File: config.mk
export PLATFORM = sky130hd
export DESIGN_NAME = fib_seq_gen
export DESIGN_NICKNAME = d
export VERILOG_FILES = /design/src/rtl/fib_pkg.sv /design/src/rtl/fib_adder.sv /design/src/rtl/fib_seq_gen.sv
export SDC_FILE = /design/constraint.sdc
export NUM_CORES = 1
export LEC_CHECK = 0
export ABC_AREA = 1
export CORE_ASPECT_RATIO = 0.5
export CORE_MARGIN = 2
export CORE_UTILIZATION = 54
export DETAILED_ROUTE_END_ITERATION = 8
export PLACE_DENSITY = 0.8
export REMOVE_ABC_BUFFERS = 1
export SYNTH_ARGS = -nofsm -noshare
export SYNTH_HDL_FRONTEND = slang
export SYNTH_SLANG_ARGS = --single-unit
File: constraint.sdc
create_clock -name clk -period 2.8 [get_ports clk]
set_input_delay 0.56 -clock clk [delete_from_list [all_inputs] [get_ports clk]]
set_output_delay 0.56 -clock clk [all_outputs]
set_load 0.1 [all_outputs]
File: src/rtl/fib_pkg.sv
// Shared types for the Fibonacci sequence generator: FSM state encoding,
// the packed run-state record and its reset value.
package fib_pkg;

  // Run phases: waiting for a command, streaming terms, one-cycle completion.
  typedef enum logic [1:0] {
    IDLE = 2'd0,
    RUN  = 2'd1,
    DONE = 2'd2
  } fib_state_e;

  // Control state of one run, kept together so a checker can bind to a
  // single signal and see the phase plus every overflow flag at once.
  //   prev_ovf : the term currently presented descends from a carrying add
  //   curr_ovf : the term queued behind it descends from a carrying add
  //   overflow : an overflowed term has been handed to the consumer this run
  typedef struct packed {
    fib_state_e state;
    logic       prev_ovf;
    logic       curr_ovf;
    logic       overflow;
  } fib_run_t;

  localparam fib_run_t RUN_RESET = '{
    state:    IDLE,
    prev_ovf: 1'b0,
    curr_ovf: 1'b0,
    overflow: 1'b0
  };

  // A new term is tainted if its own add carried or either parent was tainted.
  function automatic logic ovf_inherit(input logic carry,
                                       input logic prev_ovf,
                                       input logic curr_ovf);
    return carry | prev_ovf | curr_ovf;
  endfunction

endpackage

File: src/rtl/fib_adder.sv
// Full-width adder used to form the next Fibonacci term. The carry out is
// always reported; the sum either wraps modulo 2^WIDTH or clamps to
// all-ones when the add carries, chosen per instance.
module fib_adder #(
  parameter int WIDTH    = 32,
  parameter int SATURATE = 0
) (
  input  logic [WIDTH-1:0] a,
  input  logic [WIDTH-1:0] b,
  output logic [WIDTH-1:0] sum,
  output logic             carry
);

  logic [WIDTH:0] full;

  // Widen by one bit so the carry is captured, then wrap or clamp.
  always_comb begin
    full  = {1'b0, a} + {1'b0, b};
    carry = full[WIDTH];
    if ((SATURATE != 0) && full[WIDTH]) begin
      sum = '1;
    end else begin
      sum = full[WIDTH-1:0];
    end
  end

endmodule

File: src/rtl/fib_seq_gen.sv
// Programmable Fibonacci sequence generator. A start command captures two
// seeds and a term count; the block then streams exactly that many terms,
// flags the final one, tracks overflow per term and per run, and pulses
// done once the run has ended.
//
// Output handshake: a term is transferred on a rising clk edge where
// out_valid and out_ready are both high. While out_valid is high and
// out_ready is low, out_data, out_last and out_ovf hold their values.
// out_valid never depends on out_ready, and once raised it stays high
// until the term is taken. Every output is decoded from registered state
// only, so out_ready has no combinational path to any output.
module fib_seq_gen
  import fib_pkg::*;
#(
  parameter int WIDTH    = 32,
  parameter int CNT_W    = 8,
  parameter int SATURATE = 0
) (
  input  logic             clk,
  input  logic             rst,
  input  logic             start,
  input  logic [WIDTH-1:0] seed0,
  input  logic [WIDTH-1:0] seed1,
  input  logic [CNT_W-1:0] num_terms,
  output logic [WIDTH-1:0] out_data,
  output logic             out_valid,
  input  logic             out_ready,
  output logic             out_last,
  output logic             out_ovf,
  output logic             busy,
  output logic             done,
  output logic             overflow
);

  localparam logic [CNT_W-1:0] CNT_ONE  = {{(CNT_W-1){1'b0}}, 1'b1};
  localparam logic [CNT_W-1:0] CNT_ZERO = '0;

  // Control state (phase and overflow flags) as one bindable record.
  fib_run_t run_q;
  fib_run_t run_d;

  // Datapath: the term on the output, the term behind it, terms left.
  logic [WIDTH-1:0] prev_q;
  logic [WIDTH-1:0] prev_d;
  logic [WIDTH-1:0] curr_q;
  logic [WIDTH-1:0] curr_d;
  logic [CNT_W-1:0] rem_q;
  logic [CNT_W-1:0] rem_d;

  // Next-term adder outputs.
  logic [WIDTH-1:0] next_term;
  logic             next_carry;

  // Decoded helpers.
  logic in_run;
  logic xfer;
  logic on_last;

  fib_adder #(
    .WIDTH    (WIDTH),
    .SATURATE (SATURATE)
  ) u_adder (
    .a     (prev_q),
    .b     (curr_q),
    .sum   (next_term),
    .carry (next_carry)
  );

  assign in_run  = (run_q.state == RUN);
  assign on_last = (rem_q == CNT_ONE);
  assign xfer    = in_run & out_ready;

  // Outputs are pure decodes of the registered state; outside RUN the
  // term outputs read as zero so idle and reset look identical.
  assign out_valid = in_run;
  assign out_data  = in_run ? prev_q : '0;
  assign out_ovf   = in_run & run_q.prev_ovf;
  assign out_last  = in_run & on_last;
  assign busy      = in_run;
  assign done      = (run_q.state == DONE);
  assign overflow  = run_q.overflow;

  // Control state register; reset aborts any run with no completion pulse.
  always_ff @(posedge clk or posedge rst) begin
    if (rst) begin
      run_q <= RUN_RESET;
    end else begin
      run_q <= run_d;
    end
  end

  // Datapath registers for the two live terms and the remaining count.
  always_ff @(posedge clk or posedge rst) begin
    if (rst) begin
      prev_q <= '0;
      curr_q <= '0;
      rem_q  <= '0;
    end else begin
      prev_q <= prev_d;
      curr_q <= curr_d;
      rem_q  <= rem_d;
    end
  end

  // Next-state and datapath update: capture on start in IDLE, shift the
  // term pair on each transfer in RUN, single-cycle DONE back to IDLE.
  always_comb begin
    run_d  = run_q;
    prev_d = prev_q;
    curr_d = curr_q;
    rem_d  = rem_q;

    case (run_q.state)
      IDLE: begin
        if (start) begin
          prev_d         = seed0;
          curr_d         = seed1;
          rem_d          = num_terms;
          run_d.prev_ovf = 1'b0;
          run_d.curr_ovf = 1'b0;
          run_d.overflow = 1'b0;
          // A zero-length run skips straight to the completion pulse.
          run_d.state    = (num_terms != CNT_ZERO) ? RUN : DONE;
        end
      end

      RUN: begin
        if (xfer) begin
          prev_d         = curr_q;
          curr_d         = next_term;
          run_d.prev_ovf = run_q.curr_ovf;
          run_d.curr_ovf = ovf_inherit(next_carry, run_q.prev_ovf,
                                       run_q.curr_ovf);
          rem_d          = rem_q - CNT_ONE;
          // The sticky flag records tainted terms the consumer accepted.
          if (run_q.prev_ovf) begin
            run_d.overflow = 1'b1;
          end
          if (on_last) begin
            run_d.state = DONE;
          end
        end
      end

      DONE: begin
        // Any start seen here is dropped; the next one is taken in IDLE.
        run_d.state = IDLE;
      end

      default: begin
        run_d.state = IDLE;
      end
    endcase
  end

endmodule
==> reports/qor.csv <==
metric;value;unit
grt_usage;28.5;%
worst_slew_pin_slew;0.772;ns
port_buffers;113;
finClkSkew;0.0107;ns
grt_first_pass_wirelength;29000;um
dr.first_iter.drc_count;434;
yosys_warnings;0;
design.core.area;0.0117;mm2
syn_to_final_growth;29.6;%
cts-hold-fix-buffers;0;
drtAntennaViolNets;0;
num_vias;6716;
antenna_found_initial;0;
dp_hpwl;13200;um
wl_per_cell;13.3;um
nFillCells;1052;
whs;0.514;ns
holdCritPathClass;flop to flop;
cts_setup_buffers;0;
antennaDiodeCount;0;
cts_resized;0;
ios;114;
rr_startpoint;curr_q[0]$_DFFE_PP0P_;
syn-instance-count;1064;
synth_seq_area_share;29.9;%
die_h;81.2;um
arrival;1.82;ns
fin_crit_sh;85.0;%
nNetsFinal;1272;
cp-startpoint;run_q[4]$_DFFE_PP0P_;
maxSlewViolCount;0;
synth-edff-count;0;
rows;28;
h-tree-depth;3;
drc_errors;0;
synthArstFlopShare;100;%
synth_seq_cells;77;
clk_path_buf_depth;2;
grt_max_degree;108;
synth_top_area_share;29.9;%
synth_ff_type;dfrtp_1;
path_clk_slew;0.07;ns
setup_viol;0;
start_kind;flop;
gp_congestion;0.934;
required;2.24;ns
grt_overflow_total;0;
grt_pass1_vias;6231;
status;complete, no violations;
drt-total-wl;17700;um
drtPass1Iterations;5;
clock.fmax;420;MHz
die_width;158;um
clock_latency;0.34;ns
maxCapViolations;0;
rsz0062_at_grt;no;
relSlewSlack;48.6;%
yosysTopAreaCell;dfrtp_1;
clock-sinks;77;
hp-start;curr_q[16]$_DFFE_PP0P_;
drive_gt1_share;5.92;%
drt-vias-per-instance;5.05;
critPathMaxFanout;41;
dieArea;0.0129;mm2
cts_root_buffer;clkbuf_16;
worstSetupPathType;flop to output pin;
hold_viol_final;0;
initial_utilization;55.0;%
end_kind;output pin;
netlist_area;0.00644;mm2
final.min_clock_period;2.38;ns
numCtsBuffers;9;
avgSynthCellArea;6.05;um2
cts_tree;built;
synth.distinct_cells;33;
synthTopCellsByArea;dfrtp_1, nand2_1, inv_1;
-- state kept, by name (all words and copies together) (netlist names) --
signal	count
curr_q	32
overflow	1
prev_q	32
rem_q	8
run_q	4
-- cell usage in the layout (no fill, tap or decap) --
cell type,n
clkinvlp_4,4
dfrtp_1,77
ha_1,34
o21bai_1,3
nor3_1,6
nor2_8,1
nor4_1,1
buf_4,8
inv_2,5
nor2_1,152
o22ai_2,1
inv_1,194
o22ai_1,9
buf_12,38
clkbuf_1,1
nor3b_1,2
o21ai_0,49
nand4_1,2
xnor2_1,1
clkdlybuf4s50_1,75
nand3_1,44
clkbuf_16,9
nand2_1,365
clkbuf_8,1
xor2_1,16
fa_1,1
o211ai_1,16
a31oi_1,22
and3_1,1
bufinv_16,1
o32ai_1,1
a21oi_1,21
a21o_1,1
a22oi_1,1
nand2_2,1
o21ai_1,2
-- logic make-up (layout without fill, tap and decap cells) --
kind of cell               Yosys count  count (layout)  share of synthesized area [%]
adders and majority gates           35              35                           6.92
buffers and inverters              234             336                           14.4
and+or+nand+nor                    575             575                           35.1
xor gates and xnor gates            17              17                           2.31
AOI/OAI and AO/OA                  126             126                           11.4
DFF                                 77              77                           29.9
-- cells in the mapped netlist, drive strengths merged, types with 2 or more instances --
master and n:
o21ai 51, nor3b 2, dfrtp 77, ha 34
nor3 6, nand3 44, clkbuf 14, nand2 366
nand4 2, o21bai 3, a31oi 22, a21oi 21
o211ai 16, xor2 16, buf 21, inv 199
nor2 153, o22ai 10
-- final cells by class --
| class | count | area, um2 | area share (%) |
|---|---|---|---|
| Tap cell | 165 | 206 | 2.48 |
| Inverter | 199 | 747 | 8.96 |
| Clock inverter | 5 | 60.1 | 0.720 |
| Multi-Input combinational cell | 753 | 3580 | 43.0 |
| Sequential cell | 77 | 1930 | 23.1 |
| Timing Repair Buffer | 121 | 1570 | 18.8 |
| Clock buffer | 11 | 243 | 2.91 |
-- worst max-delay path, stage by stage, from the launching register on --
cell	delay, ns
dfrtp_1	0.47
nor2_8	0.21
inv_2	0.05
buf_4	0.26
nor2_1	0.25
buf_12	0.21
-- metrics by stage --
step	setup TNS, ns	area, um2	cells	setup slack [ns]	utilization, %
5_1_grt	0	8340	1331	0.322	71.3
3_3_place_gp	0	8040	1315	0.696	68.7
6_report	0	8340	1331	0.419	71.3
3_5_place_dp	0	8040	1315	0.613	68.7
2_1_floorplan	-168.11	6260	1029	-1.86	-
4_1_cts	0	8340	1331	0.419	71.3
-- routing by layer --
| layer | vias up | GRT usage (%) | wire length [um] |
|---|---|---|---|
| met5 | - | 0 | 0 |
| met4 | 0 | 4.95 | 123 |
| met3 | 11 | 5.02 | 832 |
| met2 | 164 | 48.2 | 8110 |
| met1 | 3090 | 39.0 | 8600 |
| li1 | 3451 | - | - |
-- worst paths after layout --
check	endpoint	slack, ns	depth (start not counted)
worst max register to register	curr_q[20]$_DFFE_PP0P_	0.59	13
worst min register to register	curr_q[16]$_DFFE_PP0P_	0.51	2
worst max-delay path	out_data[0]	0.42	5
max in group asynchronous	prev_q[13]$_DFFE_PP0P_	1.78	3
min in group asynchronous	rem_q[3]$_DFFE_PP0P_	0.64	3
worst min-delay path	curr_q[16]$_DFFE_PP0P_	0.51	2
Power is not shown: default switching activity piles up to over one toggle a cycle in this logic, so the estimate is an artifact.
